## src/rtl/muldiv_pkg.sv

```systemverilog
// Shared definitions for the EX-stage RV32M multiply/divide unit.
// Divide support in the users of this package is enabled with MULDIV_DIV_EN.
package muldiv_pkg;

    localparam int XLEN  = 32;
    localparam int STEPS = 32;
    localparam int CNT_W = $clog2(STEPS);

    typedef enum logic [2:0] {
        OP_MUL    = 3'd0,
        OP_MULH   = 3'd1,
        OP_MULHSU = 3'd2,
        OP_MULHU  = 3'd3,
        OP_DIV    = 3'd4,
        OP_DIVU   = 3'd5,
        OP_REM    = 3'd6,
        OP_REMU   = 3'd7
    } op_e;

    typedef enum logic [1:0] {
        IDLE = 2'd0,
        RUN  = 2'd1,
        FIX  = 2'd2,
        DONE = 2'd3
    } state_e;

endpackage

```

## src/rtl/muldiv_step.sv

```systemverilog
// One radix-2 iteration on magnitudes: shift-add multiply, or restoring divide
// when MULDIV_DIV_EN is defined. {hi,lo} is the product, or remainder/quotient.
module muldiv_step
    import muldiv_pkg::*;
(
`ifdef MULDIV_DIV_EN
    input  logic            is_div,
`endif
    input  logic [XLEN-1:0] hi,
    input  logic [XLEN-1:0] lo,
    input  logic [XLEN-1:0] b,
    output logic [XLEN-1:0] hi_nxt,
    output logic [XLEN-1:0] lo_nxt
);

    logic [XLEN:0] sum;
`ifdef MULDIV_DIV_EN
    logic [XLEN:0] shifted;
    logic [XLEN:0] diff;
`endif

    // NOTE: every output gets a value before any conditional override, so no latch is inferred.
    always_comb begin
        sum    = {1'b0, hi} + (lo[0] ? {1'b0, b} : '0);
        hi_nxt = sum[XLEN:1];
        lo_nxt = {sum[0], lo[XLEN-1:1]};
`ifdef MULDIV_DIV_EN
        shifted = {hi, lo[XLEN-1]};
        diff    = shifted - {1'b0, b};
        if (is_div) begin
            // A borrow out of the top bit means the trial subtraction is undone.
            hi_nxt = diff[XLEN] ? shifted[XLEN-1:0] : diff[XLEN-1:0];
            lo_nxt = {lo[XLEN-2:0], ~diff[XLEN]};
        end
`endif
    end

endmodule

```

## src/rtl/ex_muldiv.sv

```systemverilog
// Iterative RV32M multiply/divide unit for the EX stage, stalling the pipeline while busy.
// Define MULDIV_DIV_EN to build the divider; otherwise ops 4-7 complete at once with 0.
module ex_muldiv
    import muldiv_pkg::*;
(
    input  logic            clk,
    input  logic            rst_n,
    input  logic            start,
    input  logic [2:0]      op,
    input  logic [XLEN-1:0] rs1Data_ex,
    input  logic [XLEN-1:0] rs2Data_ex,
    input  logic [4:0]      rdAddr_ex,
    input  logic            flush,
    output logic            stall,
    output logic            done,
    output logic [XLEN-1:0] result,
    output logic [4:0]      rdAddr_md
);

    state_e            state, state_nxt;
    logic [CNT_W-1:0]  count;
    op_e               op_q;
    logic [4:0]        rd_q;
    logic              neg_q;
    logic [XLEN-1:0]   b_q, hi_q, lo_q, hi_step, lo_step;

    op_e               op_in;
    logic              launch;
    logic              signed_a, signed_b, neg_a, neg_b, neg_res;
    logic [XLEN-1:0]   mag_a, mag_b;
    logic              fast;
    logic [XLEN-1:0]   fast_res;
    logic [2*XLEN-1:0] prod;
    logic [XLEN-1:0]   fix_res;

    assign op_in  = op_e'(op);
    assign launch = (state == IDLE) && start && !flush;

    // Iterations run on magnitudes; the result sign is remembered for FIX.
    always_comb begin
        signed_a = op_in inside {OP_MUL, OP_MULH, OP_MULHSU, OP_DIV, OP_REM};
        signed_b = op_in inside {OP_MUL, OP_MULH, OP_DIV, OP_REM};
        neg_a    = signed_a && rs1Data_ex[XLEN-1];
        neg_b    = signed_b && rs2Data_ex[XLEN-1];
        mag_a    = neg_a ? -rs1Data_ex : rs1Data_ex;
        mag_b    = neg_b ? -rs2Data_ex : rs2Data_ex;
        neg_res  = (op_in inside {OP_REM, OP_REMU}) ? neg_a : (neg_a ^ neg_b);
    end

`ifdef MULDIV_DIV_EN
    logic div_zero, div_ovf;

    always_comb begin
        div_zero = op[2] && (rs2Data_ex == '0);
        div_ovf  = (op_in inside {OP_DIV, OP_REM}) &&
                   (rs1Data_ex == {1'b1, {(XLEN-1){1'b0}}}) && (rs2Data_ex == '1);
        fast     = div_zero || div_ovf;
        fast_res = '0;
        if (div_zero)
            fast_res = (op_in inside {OP_DIV, OP_DIVU}) ? '1 : rs1Data_ex;
        else if (div_ovf)
            fast_res = (op_in == OP_DIV) ? rs1Data_ex : '0;
    end
`else
    always_comb begin
        fast     = op[2];
        fast_res = '0;
    end
`endif

    muldiv_step u_step (
`ifdef MULDIV_DIV_EN
        .is_div (op_q[2]),
`endif
        .hi     (hi_q),
        .lo     (lo_q),
        .b      (b_q),
        .hi_nxt (hi_step),
        .lo_nxt (lo_step)
    );

    always_comb begin
        fix_res = '0;
        prod    = {hi_q, lo_q};
        if (neg_q)
            prod = -prod;
        case (op_q)
            OP_MUL:                       fix_res = prod[XLEN-1:0];
            OP_MULH, OP_MULHSU, OP_MULHU: fix_res = prod[2*XLEN-1:XLEN];
`ifdef MULDIV_DIV_EN
            OP_DIV, OP_DIVU:              fix_res = neg_q ? -lo_q : lo_q;
            default:                      fix_res = neg_q ? -hi_q : hi_q;
`else
            default:                      fix_res = '0;
`endif
        endcase
    end

    // NOTE: state is updated with non-blocking assignments so every register samples pre-edge values.
    always_ff @(posedge clk or negedge rst_n) begin
        if (!rst_n)
            state <= IDLE;
        else
            state <= state_nxt;
    end

    always_comb begin
        state_nxt = state;
        case (state)
            IDLE:    if (launch) state_nxt = fast ? DONE : RUN;
            RUN:     if (count == CNT_W'(STEPS - 1)) state_nxt = FIX;
            FIX:     state_nxt = DONE;
            DONE:    state_nxt = IDLE;
            default: state_nxt = IDLE;
        endcase
        if (flush)
            state_nxt = IDLE;
    end

    always_comb begin
        stall = ((state == IDLE) && start) || (state == RUN) || (state == FIX);
        done  = (state == DONE) && !flush;
    end

    // NOTE: operand and accumulator registers are reset too, so a reset leaves no stale operands visible.
    always_ff @(posedge clk or negedge rst_n) begin
        if (!rst_n) begin
            count     <= '0;
            op_q      <= OP_MUL;
            rd_q      <= '0;
            neg_q     <= 1'b0;
            b_q       <= '0;
            hi_q      <= '0;
            lo_q      <= '0;
            result    <= '0;
            rdAddr_md <= '0;
        end else begin
            case (state)
                IDLE: if (launch) begin
                    op_q  <= op_in;
                    rd_q  <= rdAddr_ex;
                    neg_q <= neg_res;
                    b_q   <= mag_b;
                    hi_q  <= '0;
                    lo_q  <= mag_a;
                    count <= '0;
                    if (fast) begin
                        result    <= fast_res;
                        rdAddr_md <= rdAddr_ex;
                    end
                end
                RUN: begin
                    hi_q  <= hi_step;
                    lo_q  <= lo_step;
                    count <= count + CNT_W'(1);
                end
                FIX: if (!flush) begin
                    result    <= fix_res;
                    rdAddr_md <= rd_q;
                end
                default: ;
            endcase
        end
    end

endmodule
```

## config.mk

```make
export PLATFORM = sky130hd
export DESIGN_NAME = ex_muldiv
export DESIGN_NICKNAME = d
export VERILOG_FILES = /design/src/rtl/muldiv_pkg.sv /design/src/rtl/muldiv_step.sv /design/src/rtl/ex_muldiv.sv
export SDC_FILE = /design/constraint.sdc
export NUM_CORES = 1
export LEC_CHECK = 0
export ABC_AREA = 1
export CAP_MARGIN = 30
export CORE_MARGIN = 2
export CORE_UTILIZATION = 38
export CTS_BUF_LIST = sky130_fd_sc_hd__clkbuf_4 sky130_fd_sc_hd__clkbuf_8 sky130_fd_sc_hd__clkbuf_16
export DETAILED_ROUTE_END_ITERATION = 8
export PLACE_DENSITY = 0.6
export SLEW_MARGIN = 20
export SYNTH_ARGS = -nofsm -noshare
export SYNTH_HDL_FRONTEND = slang
export SYNTH_SLANG_ARGS = --single-unit
```

## constraint.sdc

```tcl
create_clock -name clk -period 2.7 [get_ports clk]
set_input_delay 0.54 -clock clk [delete_from_list [all_inputs] [get_ports clk]]
set_output_delay 0.54 -clock clk [all_outputs]
set_load 0.02 [all_outputs]
```

==> results.json, run 1 <==
{
  "grt_use_met3": 0.0403,
  "cpMostUsedCell": "inv_1",
  "final_cells": 2545,
  "clockPowerShare": 0.168,
  "synth_seq_area_share": 0.301,
  "nets": 2209,
  "placed_area_um2": 14200,
  "ys_warn_count": 0,
  "die_area_um2": 34100,
  "relSlewSlack": 0.555,
  "antenna_found_initial": 0,
  "yosys.area.top_type_share": 0.301,
  "initial_utilization": 0.384,
  "switching_share": 0.506,
  "met2_usage": 0.398,
  "start_kind": "register",
  "leakage_nw": 7.46,
  "syn-instance-count": 1968,
  "worstSkewPairLatency_ns": 0.44,
  "clk_pin_slew_worst_paths_ns": 0.07,
  "hold_violations": 0,
  "syn_nets": 2086,
  "rsz0062_at_grt": "no",
  "critPathRequiredTime_ns": 2.16,
  "post_cts_buffers": 0,
  "placementRows": 66,
  "worst_pin_slew_ns": 0.667,
  "ir_drop_mv": 0.574,
  "critPathCapture": "stall",
  "final.setup_skew_ns": 0.0106,
  "worstReg2RegStart": "lo_q[0]$_DFFE_PN0P_",
  "period_share": 0.945,
  "critPathMaxStageDelay_ns": 0.61,
  "numClockSinks": 149,
  "drive_gt1_frac": 0.0661,
  "holdWs_ns": 0.0217,
  "vias": 13188,
  "drt_iter0_markers": 1247,
  "cts_buffers": 17,
  "worstPathArrival_ns": 2.01,
  "synth_top_area_cell": "dfrtp_1",
  "die_x_um": 185,
  "slowest_stage": "clkdlybuf4s50_1",
  "drv_slew": 0,
  "num_io_pins": 115,
  "power_frac_seq": 0.248,
  "min_period_ns": 2.55,
  "drc": 0,
  "htreeDepth": 4,
  "ant_nets": 0,
  "reg2reg_to": "hi_q[28]$_DFFE_PN0P_",
  "crit_type": "reg -> out",
  "intPower_mw": 7.88,
  "cts-root-buf": "clkbuf_16",
  "finalWirelength_um": 43500,
  "area_delta_synth_final_pct": 19.9,
  "ctsResizeCount": 0,
  "gp_congestion": 0.945,
  "p_sw_mw": 8.08,
  "grt_pass1_wl_um": 69300,
  "cts_tree": "built",
  "clockBufferDepth": 2,
  "status": "finished, final reports clean",
  "viasPerCell": 5.18,
  "worstRegToRegCells": 12,
  "crit_fanout": 6,
  "cts_hold_buf": 0,
  "pwr-share-comb": 0.584,
  "antennaDiodeCount": 0,
  "synth_area_um2": 12400,
  "met1_usage": 0.383,
  "firstDrtPassIters": 6,
  "wl_per_cell_um": 17.1,
  "setup_violations": 0,
  "fmax_mhz": 392,
  "end_kind": "output pin",
  "maxCapViolCount": 0,
  "synth_area_leaders": "dfrtp_1 30%, nand2_1 20%, nor2_1 7.4%, nand3_1 6.7%, inv_1 6.2%",
  "die_h_um": 185,
  "post-dp-hpwl_um": 35000,
  "syn_area_per_cell_um2": 6.29,
  "path_cells": "inv_1 > ha_2 > inv_1 > nand3_1 > clkdlybuf4s50_1",
  "r2r_slack_ns": 0.20,
  "cp-startpoint": "state[1]$_DFFE_PN0P_",
  "synth_cell_types": 56,
  "grt_max_degree": 63,
  "p_per_area_nw_per_um2": 1070,
  "final_area_um2": 14900,
  "power_mw": 16.0,
  "dp_cells": 2514,
  "portBuffers": 114,
  "grt_pass1_vias": 12564,
  "grt_overflow": 0,
  "grt.busiest_layer": "met2",
  "core_um2": 32300,
  "synth-seq-cells": 149,
  "hold_path_class": "in -> async",
  "grtUsageTotal": 0.263
}
per-stage QoR:
stage	TNS, ns	util	worst slack [ns]
finish	0	0.460	0.149
CTS	0	0.460	0.0339
global route	0	0.460	0.0154
global placement	0	0.440	0.0359
detailed placement	-0.00842	0.440	-0.00842
floorplan	0	-	0.241
final cells by class:
class	instances	area, um^2
Multi-Input combinational cell	1545	7540
Tap cell	442	553
Clock inverter	12	204
Fill cell	3420	17400
Clock buffer	19	447
Sequential cell	149	3730
Inverter	218	818
Timing Repair Buffer	160	1560
per-layer routing:
metal  vias to the layer above  routed length (um)
li1                       6619                   -
met1                      6071               21200
met2                       437               18400
met3                        61                2720
met4                         0                1160
met5                         -                   0
registers in the layout, indices dropped and copies added, names as in the netlist:
name	flops
neg_q	1
count	5
hi_q	32
rd_q	5
lo_q	32
state	2
result	32
b_q	32
op_q	3
rdAddr_md	5
power by group through the flow:
stage	logic (mW)	registers, mW	clock network [mW]
after CTS	9.17	3.94	2.74
final	9.32	3.96	2.69
after detailed placement	9.14	3.97	0
after global routing	10.3	4.08	2.83
after floorplan	5.85	3.94	0
after global placement	9.10	3.97	0
worst min path at each step:
stage	start	to	slack [ns]	cells past startpoint
after global placement	rd_q[4]$_DFFE_PN0P_	rd_q[4]$_DFFE_PN0P_	0.45	2
after global routing	rst_n	lo_q[16]$_DFFE_PN0P_	0.05	1
after detailed placement	rd_q[3]$_DFFE_PN0P_	rd_q[3]$_DFFE_PN0P_	0.46	2
final	rst_n	lo_q[16]$_DFFE_PN0P_	0.02	1
after floorplan	rst_n	b_q[0]$_DFFE_PN0P_	0.24	0
after CTS	rst_n	lo_q[16]$_DFFE_PN0P_	0.03	1
worst max-delay path: cells and delay by family, from the launching register on:
family / cells / cell delay [ns]
DFF: 1 / 0.42
buffers and inverters: 3 / 0.79
adders and majority gates: 1 / 0.27
and+or+nand+nor: 1 / 0.09
Yosys cell counts (all sizes together):
cell	instances
a21boi	3
nor3	19
and3	1
a21oi	83
nand2	680
nor2	254
or2	6
clkbuf	26
o211ai	5
o21bai	16
a22o	2
inv	217
o22ai	23
o21ai	131
nor4	4
nor3b	1
o31ai	4
ha	41
xnor2	5
nand3	171
o21a	4
fa	1
o22a	1
buf	30
dfrtp	149
and2	2
clkinv	1
or3b	1
nand2b	1
o32ai	1
a31oi	10
o221ai	12
nand3b	14
nand4	13
xor2	32
a21o	4
layout by cell type, fill, tap and decap left out, drive strengths merged, types with 6 or more instances in the layout:
| master | count |
|---|---|
| or2 | 6 |
| o22ai | 23 |
| buf | 47 |
| a21oi | 83 |
| inv | 217 |
| a31oi | 10 |
| o221ai | 12 |
| xor2 | 32 |
| nand3 | 171 |
| nor2 | 254 |
| o21bai | 16 |
| dfrtp | 149 |
| clkdlybuf4s50 | 113 |
| nand4 | 13 |
| clkbuf | 19 |
| ha | 41 |
| nand3b | 14 |
| nor3 | 19 |
| nand2 | 680 |
| o21ai | 131 |
kinds of logic (layout without fill, tap and decap cells):
logic type,Yosys count,count (layout),synth area share
buffers and inverters,274,409,0.0909
AND/OR/NAND/NOR,1167,1167,0.392
XOR/XNOR,37,37,0.0262
adder cells (fa/ha/maj),42,42,0.0430
AO/OA/AOI/OAI,299,299,0.147
flip-flops,149,149,0.301
No activity file was read; power rests on OpenSTA's default activity.
==> inputs of run 2 (changes only) <==
Settings changed: ABC_AREA 1 to not set, HOLD_SLACK_MARGIN set to 0.15, PLACE_DENSITY 0.6 to 0.61.
==> run 2 against run 1 <==
Against the previous run:
- the run now ends with setup timing left
- cell area is 0.24% higher
- hold slack better by 0.45 ns
- sequential share of layout area is 0.051 points lower
- critical path depth is 7 higher
==> results.json, run 2 <==
{
  "synth_area_leaders": "dfrtp_1 36%, o21ai_0 7.0%, xnor2_1 5.9%, xor2_1 5.7%, ha_1 4.9%",
  "synth_ff_type": "dfrtp_1",
  "ant_nets": 0,
  "setup_violations": 20,
  "worstReg2RegStart": "lo_q[0]$_DFFE_PN0P_",
  "syn-instance-count": 1218,
  "maxCapViolCount": 0,
  "mostFrequentLayoutCells": "198 x buf_4, 147 x dfrtp_1, 126 x nand2_1, 123 x o21ai_0, 113 x clkdlybuf4s50_1",
  "synth_top_area_cell": "dfrtp_1",
  "worst_pin_slew_ns": 0.737,
  "grt_pass1_vias": 9649,
  "end_kind": "register",
  "antenna_found_initial": 0,
  "die_area_um2": 28700,
  "ff_latch_area_um2": 3730,
  "critPathMaxStageDelay_ns": 0.47,
  "drv_slew": 0,
  "hold_end": "b_q[11]$_DFFE_PN0P_",
  "synth_edf_count": 0,
  "firstDrtPassIters": 5,
  "vias": 10208,
  "cts_buffers": 17,
  "die_x_um": 169,
  "critPathRequiredTime_ns": 3.02,
  "synth_area_um2": 10400,
  "grt_max_degree": 72,
  "synth_seq_area_share": 0.359,
  "area_delta_synth_final_pct": 43.3,
  "path_cells": "buf_6 > buf_8 > and2_1 > ha_4 > buf_6 > nand4_1 > buf_4 > a2111oi_4 > o21ai_4 > a21oi_4 > nor3_1 > a211o_1",
  "syn_area_per_cell_um2": 8.53,
  "numClockSinks": 149,
  "crit_fanout": 6,
  "p_per_area_nw_per_um2": 1070,
  "synth_cell_types": 65,
  "synth.top_cells.by_count": "149 x dfrtp_1, 145 x o21ai_0, 132 x nand2_1",
  "ys_warn_count": 0,
  "drc": 0,
  "relSlewSlack": 0.505,
  "cts_tree": "built",
  "yosys.area.top_type_share": 0.359,
  "status": "complete, but fails checks",
  "ys_async_sr_fraction": 1.00,
  "initial_utilization": 0.387,
  "finalWirelength_um": 32700,
  "num_io_pins": 115,
  "r2r_slack_ns": -0.25,
  "crit_type": "reg -> reg",
  "dp_cells": 1820,
  "pre_cts_slack_ns": -0.258,
  "post-dp-hpwl_um": 24900,
  "fmax_mhz": 339,
  "violations": "setup timing",
  "drt_iter0_markers": 631,
  "htreeDepth": 4,
  "synth.most_common_cell": "dfrtp_1",
  "cts-root-buf": "clkbuf_16",
  "core_um2": 26900,
  "wl_per_cell_um": 17.6,
  "grt_overflow": 0,
  "viasPerCell": 5.49,
  "clk_pin_slew_worst_paths_ns": 0.07,
  "antennaDiodeCount": 0,
  "reg2reg_to": "hi_q[29]$_DFFE_PN0P_",
  "gp_congestion": 0.895,
  "min_period_ns": 2.95,
  "final.setup.worst_slack_ns": -0.249,
  "leakage_nw": 6.34,
  "hold_path_depth": 2,
  "portBuffers": 114,
  "placementRows": 60,
  "worstRegToRegCells": 12,
  "multi_input_area_um2": 7080,
  "syn_nets": 1336,
  "synth-seq-cells": 149,
  "final_common_cell": "buf_4",
  "fillers": 2420,
  "power_mw": 16.0,
  "worstSkewPairLatency_ns": 0.43,
  "cpMostUsedCell": "buf_6",
  "final_area_um2": 14900,
  "grtUsageTotal": 0.223,
  "min_from": "b_q[11]$_DFFE_PN0P_",
  "clockBufferDepth": 2,
  "rsz0062_at_grt": "yes",
  "placed_area_um2": 13600,
  "die_h_um": 169,
  "start_kind": "register",
  "nets": 1625,
  "hold_path_class": "reg -> reg",
  "worstPathArrival_ns": 3.27,
  "final.setup_skew_ns": 0.00877,
  "period_share": 1.09,
  "ir_drop_mv": 0.649,
  "slowest_stage": "a2111oi_4",
  "hold_violations": 0,
  "drive_gt1_frac": 0.250,
  "final_cells": 1861,
  "grt_pass1_wl_um": 50600
}
==> run 2: worst max-delay path by stage <==
| stage | slack, ns | end | startpoint | depth (start not counted) |
|---|---|---|---|---|
| after global routing | -0.34 | hi_q[27]$_DFFE_PN0P_ | lo_q[0]$_DFFE_PN0P_ | 12 |
| after global placement | -0.24 | lo_q[24]$_DFFE_PN0P_ | rs1Data_ex[12] | 10 |
| after floorplan | -0.1 | hi_q[15]$_DFFE_PN0P_ | lo_q[0]$_DFFE_PN0P_ | 12 |
| after detailed placement | -0.26 | hi_q[25]$_DFFE_PN0P_ | lo_q[0]$_DFFE_PN0P_ | 13 |
| final | -0.25 | hi_q[29]$_DFFE_PN0P_ | lo_q[0]$_DFFE_PN0P_ | 12 |
| after CTS | -0.16 | hi_q[25]$_DFFE_PN0P_ | lo_q[0]$_DFFE_PN0P_ | 13 |
==> run 2: cell families after synthesis <==
group,count (synthesis),share of synthesized area
AND/OR/NAND/NOR,374,0.179
multiplexers,17,0.0173
buffers and inverters,94,0.0347
flip-flops,149,0.359
XOR/XNOR,138,0.116
adder cells (fa/ha/maj),42,0.0513
AO/OA/AOI/OAI,404,0.243
==> run 2: timing repair <==
item                                    4_1_cts  5_1_grt
hold buffers                                  1        0
buffers inserted                              7        3
endpoints found under the setup margin       33       43
endpoints found under the hold margin        57        0
pin swaps                                    26       37
resized for setup                            61       74
gates cloned                                  1        0
==> run 2: stage by stage <==
| stage | setup TNS (ns) | utilization | hold WS, ns |
|---|---|---|---|
| after floorplan | -0.207 | - | 0.244 |
| after global placement | -4.87 | 0.505 | 0.453 |
| after detailed placement | -5.57 | 0.505 | 0.463 |
| after CTS | -0.686 | 0.540 | 0.477 |
| after global routing | -3.83 | 0.554 | 0.500 |
| final | -1.76 | 0.554 | 0.468 |
==> run 2: area by class of cell <==
cell class / count / area share
Timing Repair Buffer: 331 / 0.194
Sequential cell: 149 / 0.251
Clock buffer: 17 / 0.0286
Tap cell: 341 / 0.0287
Clock inverter: 15 / 0.0137
Inverter: 33 / 0.00832
Multi-Input combinational cell: 975 / 0.476
==> run 2: where the power goes <==
group | leakage (nW) | internal (mW) | total, mW | switching (mW)
Combinational | 4.11 | 4.38 | 9.37 | 4.98
Clock | 0.296 | 1.55 | 2.58 | 1.03
Sequential | 1.93 | 3.13 | 4.03 | 0.897
==> run 2: per-layer routing <==
metal | up-vias | track usage | share of wire | routed length (um)
met5 | - | 0 | 0 | 0
li1 | 5004 | - | - | -
met2 | 280 | 0.377 | 0.48 | 15700
met4 | 0 | 0.0673 | 0.026 | 835
met3 | 52 | 0.0275 | 0.042 | 1380
met1 | 4872 | 0.298 | 0.45 | 14800
==> run 2: critical path, delay by kind of cell, from the launching register on <==
kind	cells	cell delay, ns
flops	1	0.44
compound gates	4	1.08
buf+inv	4	0.59
simple gates	3	0.44
fa+ha+maj	1	0.28
==> inputs of run 3 (changes only) <==
==> constraint.sdc (replaced) <==
create_clock -name clk -period 3.2 [get_ports clk]
set_input_delay 0.32 -clock clk [delete_from_list [all_inputs] [get_ports clk]]
set_output_delay 0.32 -clock clk [all_outputs]
set_load 0.02 [all_outputs]
==> run 3 against run 2 <==
Against the previous run:
- the run now ends clean
- largest cell class unchanged
- clock power fell by 22%
- hold slack improved by 0.0044 ns
- global-route usage fell by 1.7 points
- highest routed layer unchanged
- sequential share of layout area rose by 3.6 points
- via count fell by 7.4%
- sequential power fell by 12%
- total power fell by 28%
==> results.json, run 3 (synthesized netlist as in run 2, its figures left out) <==
{
  "core_um2": 26900,
  "p_per_area_nw_per_um2": 881,
  "clk_pin_slew_worst_paths_ns": 0.07,
  "power_mw": 11.5,
  "gp_congestion": 0.865,
  "cts_tree": "built",
  "cts_buffers": 17,
  "min_period_ns": 3.05,
  "mostFrequentLayoutCells": "148 x dfrtp_1, 144 x o21ai_0, 132 x nand2_1, 113 x clkdlybuf4s50_1, 81 x buf_4",
  "worst_pin_slew_ns": 0.707,
  "utilization": 0.484,
  "numClockSinks": 149,
  "hold_end": "b_q[16]$_DFFE_PN0P_",
  "worstReg2RegStart": "hi_q[9]$_DFFE_PN0P_",
  "wl_per_cell_um": 17.1,
  "start_kind": "register",
  "p_sw_mw": 5.08,
  "drt_iter0_markers": 573,
  "worstSkewPairLatency_ns": 0.43,
  "end_kind": "register",
  "cts-root-buf": "clkbuf_16",
  "critPathRequiredTime_ns": 3.51,
  "grt_overflow": 0,
  "area_delta_synth_final_pct": 25.3,
  "maxCapViolCount": 0,
  "drive_gt1_frac": 0.111,
  "post-dp-hpwl_um": 22100,
  "die_h_um": 169,
  "grt_pass1_vias": 9074,
  "period_share": 0.952,
  "worstPathArrival_ns": 3.35,
  "fin_setup_tns_ns": 0,
  "grt_pass1_wl_um": 47300,
  "status": "finished, final reports clean",
  "intPower_mw": 6.39,
  "vias": 9452,
  "portBuffers": 114,
  "r2r_slack_ns": 0.15,
  "crit_type": "reg -> reg",
  "hold_path_depth": 2,
  "setup_violations": 0,
  "num_io_pins": 115,
  "drc": 0,
  "clockPowerShare": 0.175,
  "reg2reg_to": "result[29]$_DFFE_PN0P_",
  "ir_drop_mv": 0.371,
  "drv_slew": 0,
  "leakage_nw": 5.55,
  "antennaDiodeCount": 0,
  "grtUsageTotal": 0.205,
  "crit_fanout": 6,
  "die_x_um": 169,
  "relSlewSlack": 0.529,
  "rsz0062_at_grt": "no",
  "antenna_found_initial": 0,
  "final_cells": 1728,
  "ant_nets": 0,
  "hold_violations": 0,
  "htreeDepth": 4,
  "initial_utilization": 0.387,
  "clockBufferDepth": 2,
  "die_area_um2": 28700,
  "hold_path_class": "reg -> reg",
  "grt_max_degree": 74,
  "fmax_mhz": 328,
  "final_common_cell": "dfrtp_1",
  "switching_share": 0.443,
  "final.setup_skew_ns": 0.0161,
  "placementRows": 60,
  "dp_cells": 1694,
  "min_from": "b_q[16]$_DFFE_PN0P_",
  "pwr-share-comb": 0.516,
  "power_frac_seq": 0.309,
  "viasPerCell": 5.47,
  "firstDrtPassIters": 5,
  "worstRegToRegCells": 8,
  "finalWirelength_um": 29600,
  "nets": 1492
}
[run 3: metal layers]
layer  routed length [um]  global-route usage  share of wire
met5                    0                   0              0
met4                  350              0.0450          0.012
met3                 1380              0.0299          0.047
met2                13200               0.331           0.45
met1                14600               0.293           0.49
[run 3: through the flow]
stage                     hold WS, ns  setup slack [ns]  area (um^2)
final                           0.472             0.153        13000
after global routing            0.503          0.000655        13000
after CTS                       0.480            0.0258        13000
after detailed placement        0.398          -0.00506        12400
after global placement          0.396           -0.0288        12400
after floorplan                0.0244            0.0679        10400
[run 3: worst max-delay path: stages (launching register included)]
cell	delay [ns]
dfrtp_1	0.48
or4_1	0.60
nor3_1	0.31
nand3_1	0.20
or2_1	0.35
or3_4	0.43
o41ai_4	0.30
xor2_1	0.19
o21ai_1	0.07
[run 3: repair_timing]
item	in CTS	in global routing
hold buffers	1	0
setup endpoints to repair	2	13
resized for setup	1	12
hold endpoints to repair	71	0
setup buffers	0	1
pin swaps	0	2
[run 3: area by class of cell]
type,instances,area [um^2]
fill,2602,13900
inverter,33,124
multi-input combinational,975,6360
sequential,149,3730
clock buffer,17,425
timing repair buffer,198,1800
clock inverter,15,155
tap,341,427
[run 3: worst max-delay path by stage]
| stage | cells after the start | start | endpoint |
|---|---|---|---|
| 3_3_place_gp | 13 | lo_q[0]$_DFFE_PN0P_ | hi_q[27]$_DFFE_PN0P_ |
| 3_5_place_dp | 13 | lo_q[0]$_DFFE_PN0P_ | hi_q[27]$_DFFE_PN0P_ |
| 6_report | 8 | hi_q[9]$_DFFE_PN0P_ | result[29]$_DFFE_PN0P_ |
| 5_1_grt | 9 | hi_q[0]$_DFFE_PN0P_ | result[29]$_DFFE_PN0P_ |
| 4_1_cts | 14 | lo_q[0]$_DFFE_PN0P_ | hi_q[29]$_DFFE_PN0P_ |
| 2_1_floorplan | 12 | lo_q[0]$_DFFE_PN0P_ | hi_q[27]$_DFFE_PN0P_ |
[run 3: power groups by stage]
| stage | sequential, mW | combinational (mW) | clock, mW |
|---|---|---|---|
| global placement | 3.54 | 5.76 | 0 |
| detailed placement | 3.55 | 5.83 | 0 |
| floorplan | 3.44 | 3.69 | 0 |
| CTS | 3.52 | 5.88 | 2.03 |
| finish | 3.54 | 5.91 | 2.01 |
| global route | 3.66 | 6.56 | 2.12 |
